[config.mk]
export PLATFORM = sky130hd
export DESIGN_NAME = multicycle_cpu
export DESIGN_NICKNAME = d
export VERILOG_FILES = /design/src/rtl/multicycle_cpu.sv
export SDC_FILE = /design/constraint.sdc
export NUM_CORES = 2
export LEC_CHECK = 0
export ABC_AREA = 1
export CORE_MARGIN = 8
export CORE_UTILIZATION = 25
export CTS_BUF_LIST = sky130_fd_sc_hd__clkbuf_8
export CTS_CLUSTER_SIZE = 28
export DETAILED_ROUTE_END_ITERATION = 10
export PLACE_DENSITY = 0.49
export SLEW_MARGIN = 10
export SYNTH_ARGS = -nofsm -noshare
export SYNTH_HDL_FRONTEND = slang
export SYNTH_SLANG_ARGS = --single-unit
[constraint.sdc]
create_clock -name clk -period 7.4 [get_ports clk]
set_input_delay 1.48 -clock clk [delete_from_list [all_inputs] [get_ports clk]]
set_output_delay 1.48 -clock clk [all_outputs]
set_load 0.005 [all_outputs]
[src/rtl/multicycle_cpu.sv]
// Multi-cycle CPU core: six-state FSM executing one instruction at a time over
// request/acknowledge instruction and data memory handshakes.
module multicycle_cpu #(
    parameter int unsigned DATA_WIDTH      = 32,
    parameter int unsigned REG_NUM         = 32,
    parameter int unsigned INSN_ADDR_WIDTH = 16,
    parameter int unsigned DATA_ADDR_WIDTH = 16,
    parameter int unsigned RESET_PC        = 0
) (
    input  logic                       clk,
    input  logic                       rst,
    output logic [INSN_ADDR_WIDTH-1:0] insnAddr,
    output logic                       insnReq,
    input  logic                       insnValid,
    input  logic [31:0]                insn,
    output logic [DATA_ADDR_WIDTH-1:0] dataAddr,
    output logic [DATA_WIDTH-1:0]      dataOut,
    output logic                       dataWrEnable,
    output logic                       dataReq,
    input  logic                       dataAck,
    input  logic [DATA_WIDTH-1:0]      dataIn,
    output logic                       halted,
    output logic [31:0]                retireCount
);

    localparam logic [5:0] OP_R    = 6'h00;
    localparam logic [5:0] OP_ADDI = 6'h08;
    localparam logic [5:0] OP_ANDI = 6'h0C;
    localparam logic [5:0] OP_ORI  = 6'h0D;
    localparam logic [5:0] OP_LD   = 6'h23;
    localparam logic [5:0] OP_ST   = 6'h2B;
    localparam logic [5:0] OP_BEQ  = 6'h04;
    localparam logic [5:0] OP_BNE  = 6'h05;
    localparam logic [5:0] F_ADD   = 6'h20;
    localparam logic [5:0] F_SUB   = 6'h22;
    localparam logic [5:0] F_AND   = 6'h24;
    localparam logic [5:0] F_OR    = 6'h25;
    localparam logic [5:0] F_SLT   = 6'h2A;
    localparam logic [5:0] F_SLL   = 6'h00;
    localparam logic [5:0] F_SRL   = 6'h02;

    localparam int unsigned IDX_W = (REG_NUM > 1) ? $clog2(REG_NUM) : 1;

    typedef enum logic [2:0] {
        StFetch, StDecode, StExecute, StMem, StWriteback, StHalt
    } state_t;

    state_t                       r_state, w_state_next;
    logic [31:0]                  r_insn;
    logic [DATA_WIDTH-1:0]        r_rs_val, r_rt_val, r_result;
    logic [DATA_WIDTH-1:0]        r_regs [REG_NUM];
    logic [INSN_ADDR_WIDTH-1:0]   r_pc;
    logic [DATA_ADDR_WIDTH-1:0]   r_data_addr;
    logic [DATA_WIDTH-1:0]        r_data_out;
    logic [31:0]                  r_retire;

    logic [5:0]                   w_op, w_funct;
    logic [4:0]                   w_rs, w_rt, w_rd, w_shamt, w_dest;
    logic [15:0]                  w_const;
    logic                         w_legal, w_is_ld, w_is_st, w_is_br, w_taken;
    logic [DATA_WIDTH-1:0]        w_rs_rd, w_rt_rd, w_sext, w_zext, w_alu;
    logic [INSN_ADDR_WIDTH-1:0]   w_pc_inc, w_br_off;

    assign w_op     = r_insn[31:26];
    assign w_rs     = r_insn[25:21];
    assign w_rt     = r_insn[20:16];
    assign w_rd     = r_insn[15:11];
    assign w_shamt  = r_insn[10:6];
    assign w_funct  = r_insn[5:0];
    assign w_const  = r_insn[15:0];

    assign w_is_ld  = (w_op == OP_LD);
    assign w_is_st  = (w_op == OP_ST);
    assign w_is_br  = (w_op == OP_BEQ) || (w_op == OP_BNE);
    assign w_taken  = (w_op == OP_BEQ) ? (r_rs_val == r_rt_val) : (r_rs_val != r_rt_val);
    assign w_pc_inc = r_pc + INSN_ADDR_WIDTH'(1);
    assign w_br_off = INSN_ADDR_WIDTH'({{16{w_const[15]}}, w_const});
    // Three-operand ALU ops write rd; shifts, immediates and loads write rs.
    assign w_dest   = (w_op == OP_R && w_funct != F_SLL && w_funct != F_SRL) ? w_rd : w_rs;

    always_comb begin
        w_sext        = {DATA_WIDTH{w_const[15]}};
        w_sext[15:0]  = w_const;
        w_zext        = '0;
        w_zext[15:0]  = w_const;
    end

    // Unimplemented registers and r0 read as zero.
    always_comb begin
        w_rs_rd = '0;
        w_rt_rd = '0;
        if (w_rs != 5'd0 && 32'(w_rs) < REG_NUM) w_rs_rd = r_regs[w_rs[IDX_W-1:0]];
        if (w_rt != 5'd0 && 32'(w_rt) < REG_NUM) w_rt_rd = r_regs[w_rt[IDX_W-1:0]];
    end

    always_comb begin
        w_legal = 1'b0;
        case (w_op)
            OP_R: begin
                case (w_funct)
                    F_ADD, F_SUB, F_AND, F_OR, F_SLT, F_SLL, F_SRL: w_legal = 1'b1;
                    default: w_legal = 1'b0;
                endcase
            end
            OP_ADDI, OP_ANDI, OP_ORI, OP_LD, OP_ST, OP_BEQ, OP_BNE: w_legal = 1'b1;
            default: w_legal = 1'b0;
        endcase
    end

    always_comb begin
        w_alu = '0;
        case (w_op)
            OP_R: begin
                case (w_funct)
                    F_ADD: w_alu = r_rs_val + r_rt_val;
                    F_SUB: w_alu = r_rs_val - r_rt_val;
                    F_AND: w_alu = r_rs_val & r_rt_val;
                    F_OR:  w_alu = r_rs_val | r_rt_val;
                    F_SLT: w_alu = DATA_WIDTH'($signed(r_rs_val) < $signed(r_rt_val));
                    F_SLL: w_alu = (32'(w_shamt) >= DATA_WIDTH) ? '0 : (r_rt_val << w_shamt);
                    F_SRL: w_alu = (32'(w_shamt) >= DATA_WIDTH) ? '0 : (r_rt_val >> w_shamt);
                    default: w_alu = '0;
                endcase
            end
            OP_ADDI: w_alu = r_rt_val + w_sext;
            OP_ANDI: w_alu = r_rt_val & w_zext;
            OP_ORI:  w_alu = r_rt_val | w_zext;
            default: w_alu = '0;
        endcase
    end

    always_ff @(posedge clk or negedge rst) begin
        if (!rst) r_state <= StFetch;
        else      r_state <= w_state_next;
    end

    always_comb begin
        w_state_next = r_state;
        case (r_state)
            StFetch:     if (insnValid) w_state_next = StDecode;
            StDecode:    w_state_next = w_legal ? StExecute : StHalt;
            StExecute: begin
                if (w_is_br)                  w_state_next = StFetch;
                else if (w_is_ld || w_is_st)  w_state_next = StMem;
                else                          w_state_next = StWriteback;
            end
            StMem:       if (dataAck) w_state_next = w_is_ld ? StWriteback : StFetch;
            StWriteback: w_state_next = StFetch;
            StHalt:      w_state_next = StHalt;
            default:     w_state_next = StFetch;
        endcase
    end

    always_ff @(posedge clk or negedge rst) begin
        if (!rst) begin
            r_insn      <= '0;
            r_rs_val    <= '0;
            r_rt_val    <= '0;
            r_result    <= '0;
            r_pc        <= INSN_ADDR_WIDTH'(RESET_PC);
            r_data_addr <= '0;
            r_data_out  <= '0;
            r_retire    <= '0;
            for (int i = 0; i < REG_NUM; i++) r_regs[i] <= '0;
        end else begin
            case (r_state)
                StFetch: if (insnValid) r_insn <= insn;
                StDecode: begin
                    r_rs_val <= w_rs_rd;
                    r_rt_val <= w_rt_rd;
                end
                StExecute: begin
                    if (w_is_br) begin
                        r_pc     <= w_taken ? (w_pc_inc + w_br_off) : w_pc_inc;
                        r_retire <= r_retire + 32'd1;
                    end else if (w_is_ld || w_is_st) begin
                        r_data_addr <= DATA_ADDR_WIDTH'(r_rt_val + w_sext);
                        r_data_out  <= r_rs_val;
                    end else begin
                        r_result <= w_alu;
                    end
                end
                StMem: begin
                    if (dataAck) begin
                        if (w_is_ld) begin
                            r_result <= dataIn;
                        end else begin
                            r_pc     <= w_pc_inc;
                            r_retire <= r_retire + 32'd1;
                        end
                    end
                end
                StWriteback: begin
                    if (w_dest != 5'd0 && 32'(w_dest) < REG_NUM)
                        r_regs[w_dest[IDX_W-1:0]] <= r_result;
                    r_pc     <= w_pc_inc;
                    r_retire <= r_retire + 32'd1;
                end
                default: ;
            endcase
        end
    end

    // Gated with rst so no fetch is requested while reset is held.
    assign insnReq      = (r_state == StFetch) && rst;
    assign dataReq      = (r_state == StMem);
    assign dataWrEnable = (r_state == StMem) && w_is_st;
    assign halted       = (r_state == StHalt);
    assign insnAddr     = r_pc;
    assign dataAddr     = r_data_addr;
    assign dataOut      = r_data_out;
    assign retireCount  = r_retire;

endmodule

==> metrics.md <==
| Metric | Value |
|---|---|
| Slew HR | `-0.0103` |
| Die H | `between 500 and 600 um` |
| Crit. End Element | `flip-flop` |
| Total track usage | `0.214` |
| Hold_buf cts | `0` |
| Setup TNS Final | `0 ns` |
| Cts repair resizes | `0` |
| Clock Skews | `about 0.086 ns` |
| Vias per cell | `5.29` |
| Slowest-stage cell, CP | `clkinv_1` |
| Drt first pass iters | `7` |
| Yosys top cell by area | `dfrtp_1` |
| Dpl cell area | `around 81000 um^2` |
| Synth top area cells | `dfrtp_1 41%, o21ai_0 13%, nand2_1 12%` |
| Num rows | `about 200` |
| CTS sink cnt | `1251` |
| Critical path peak fanout | `33` |
| PortBufs | `167` |
| Slew at the pin closest to its max-slew limit | `about 1.5 ns` |
| Final ANT Viol Nets | `0` |
| DRC viols | `0` |
| DP HPWL | `approximately 230000 um` |
| Design area | `approximately 86000 um^2` |
| Synth Register Bits | `1251` |
| Postcts setup bufs | `0` |
| Register area share after synthesis | `0.410` |
| Clock Pin Slew Worst Setup and Hold Paths | `roughly 0.07 ns` |
| Worst skew pair latency | `a little over 1 ns` |
| Slew Limit Fails | `1` |
| Largest net degree at the start of global routing | `around 220` |
| Cell with the most instances after synthesis | `nand2_1` |
| Crit path top cell by count | `buf_4` |
| Die area | `~320000 um^2` |
| Area Overhead vs Synth | `12.6%` |
| Placer Congestion | `1.01` |
| Crit-path max cell delay | `roughly 0.83 ns` |
| Die Span X | `roughly 570 um` |
| Number of synthesized flops with an enable pin | `0` |
| Synth top cells by count | `2521 x nand2_1, 1913 x o21ai_0, 1251 x dfrtp_1` |
| Pwr Total | `~40 mW` |
| Fmax | `a little over 200 MHz` |
| Ys Warns | `0` |
| Ratio of cells with drive above 1 in the final layout | `0.0552` |
| Most used DFF post-synth | `dfrtp_1` |
| Max-cap violation count | `2` |
| RSZ-0062 raised after global routing | `false` |
| Initial Util | `0.251` |
| Post-synthesis area per instance | `7.04 um^2` |
| Leakage power | `about 37 nW` |
| WL per Instance | `24.7 um` |
| Fill cells | `about 34000` |
| Clk buf depth | `4` |
| Post-Route WL | `about 360000 um` |
| Required @ worst endpoint | `roughly 8.3 ns` |
| Final Hold Viols | `0` |
| Cts bufs inserted | `232` |
| CTS tree | `built` |
| Critical-path cell list | `nor2_2 -> buf_4 -> clkinv_1 -> nor2_4 -> buf_4 -> a21oi_1 -> nand4_1 -> o311ai_0 -> o21ai_0` |
| Via count | `between 70000 and 80000` |
| Ports | `168` |
| Remaining global-route overflow | `0` |
| Setup Viol. Count Final | `0` |
| Crit Path Class | `flip-flop to flip-flop` |
| Post-synth top area share | `0.410` |
| Startpoint Class | `flip-flop` |
| Cell count after synthesis | `10845` |
| Vias in the first global route | `about 73000` |
| Min-Delay Path Class | `flip-flop to flip-flop` |
| Outcome | `finished, violations left` |
| Post-synth ARST share | `1.00` |
| PD cells | `~470 nW/um^2` |
| Failing checks | `max-capacitance violations, max-slew violations` |
| Mapped cell area | `~76000 um^2` |
| Starting DRT DRC Count | `between 9000 and 10000` |
| Core area | `~300000 um^2` |
| Fin crit period | `4.90 ns` |
| WP data arrival | `5.82 ns` |
| Global-route wire length before repair | `524000 um` |
| Peak supply drop | `0.439 mV` |
| Count of cell types in the netlist | `between 50 and 60` |
| Htree depth | `4` |
| Final period utilization | `0.662` |
| CTS root buffer | `clkbuf_8` |
| Initial antenna violation count | `26` |
| NumNets Final | `~11000` |
| Mapped Nets | `roughly 11000` |
==> stage by stage <==
stage	std cells	util	hold slack, ns	setup slack (ns)
6_report	14723	0.282	0.373	2.50
4_1_cts	14718	0.282	0.343	2.57
3_5_place_dp	14325	0.267	0.366	2.73
5_1_grt	14719	0.282	0.381	2.50
3_3_place_gp	14325	0.267	0.365	2.75
2_1_floorplan	10845	-	0.429	4.31
==> placed cells by master, fill, tap and decap left out, types with 16 or more instances in the layout <==
cell type	instances
inv_1	830
nor2_1	1038
o211ai_1	65
o21ai_1	226
xor2_1	44
a32oi_1	59
xnor2_1	16
nand2_1	2502
nor3_1	55
nand2_4	28
nand4_1	81
a21oi_1	646
o22ai_1	223
nand3_1	587
inv_2	19
o221ai_1	55
clkdlybuf4s50_1	166
a221oi_1	84
dfrtp_1	1238
ha_1	177
o21bai_1	19
o21ai_0	1911
buf_4	145
clkinv_2	18
clkbuf_8	280
==> worst paths after layout <==
| kind | start | end | slack [ns] | cells past startpoint |
|---|---|---|---|---|
| hold / removal | r_regs[994]$_DFFE_PN0P_ | r_regs[994]$_DFFE_PN0P_ | 0.37 | 0 |
| setup reg to reg | r_insn[23]$_DFFE_PN0P_ | r_rs_val[25]$_DFFE_PN0N_ | 2.50 | 9 |
| hold reg to reg | r_regs[994]$_DFFE_PN0P_ | r_regs[994]$_DFFE_PN0P_ | 0.37 | 0 |
| setup / recovery | r_insn[23]$_DFFE_PN0P_ | r_rs_val[25]$_DFFE_PN0N_ | 2.50 | 9 |
| min in group asynchronous | rst | r_regs[245]$_DFFE_PN0P_ | 0.44 | 1 |
| max in group asynchronous | rst | r_insn[9]$_DFFE_PN0P_ | 3.93 | 4 |
==> kinds of logic (layout without fill, tap and decap cells) <==
family | after synthesis | in the layout | synth area share
other cells | 0 | 5 | 0
buf+inv | 1625 | 1501 | 0.0816
mux | 7 | 7 | 0.000967
flops | 1251 | 1251 | 0.410
fa+ha+maj | 181 | 181 | 0.0300
simple gates | 4373 | 4373 | 0.232
xor+xnor | 60 | 60 | 0.00688
compound gates | 3348 | 3348 | 0.238
==> power breakdown <==
group	switching, mW	internal, mW
clock	3.24	3.67
sequential	2.39	9.11
combinational	16.1	6.22
==> critical path: cells and delay by family, from the launching register on <==
family | cells | cell delay (ns)
AO/OA/AOI/OAI | 3 | 0.87
flip-flops | 1 | 0.70
buffers and inverters | 3 | 2.00
AND/OR/NAND/NOR | 3 | 1.15
==> flip-flops by register name, summed over array words and instances, names as in the netlist <==
signal,cells
dataAddr,16
dataOut,32
insnAddr,16
r_insn,32
r_regs,1024
r_result,32
r_rs_val,32
r_rt_val,32
r_state,3
retireCount,32
==> routing by layer <==
metal  track usage  part of all wire  vias up
met1         0.287              0.43    37467
met5             0           0.00021        -
met3        0.0409             0.084      879
met2         0.337              0.44     3678
met4        0.0916             0.046       12
li1              -                 -    35797
==> area by class of cell <==
| type | instances | area, um^2 | area share |
|---|---|---|---|
| Clock buffer | 280 | 3850 | 0.0448 |
| Timing Repair Buffer | 324 | 3020 | 0.0351 |
| Multi-Input combinational cell | 7969 | 39100 | 0.455 |
| Tap cell | 3997 | 5000 | 0.0582 |
| Antenna cell | 5 | 12.5 | 0.000145 |
| Clock inverter | 113 | 708 | 0.00823 |
| Inverter | 784 | 2980 | 0.0346 |
| Sequential cell | 1251 | 31300 | 0.364 |
Power figures use the tool's default switching activity.
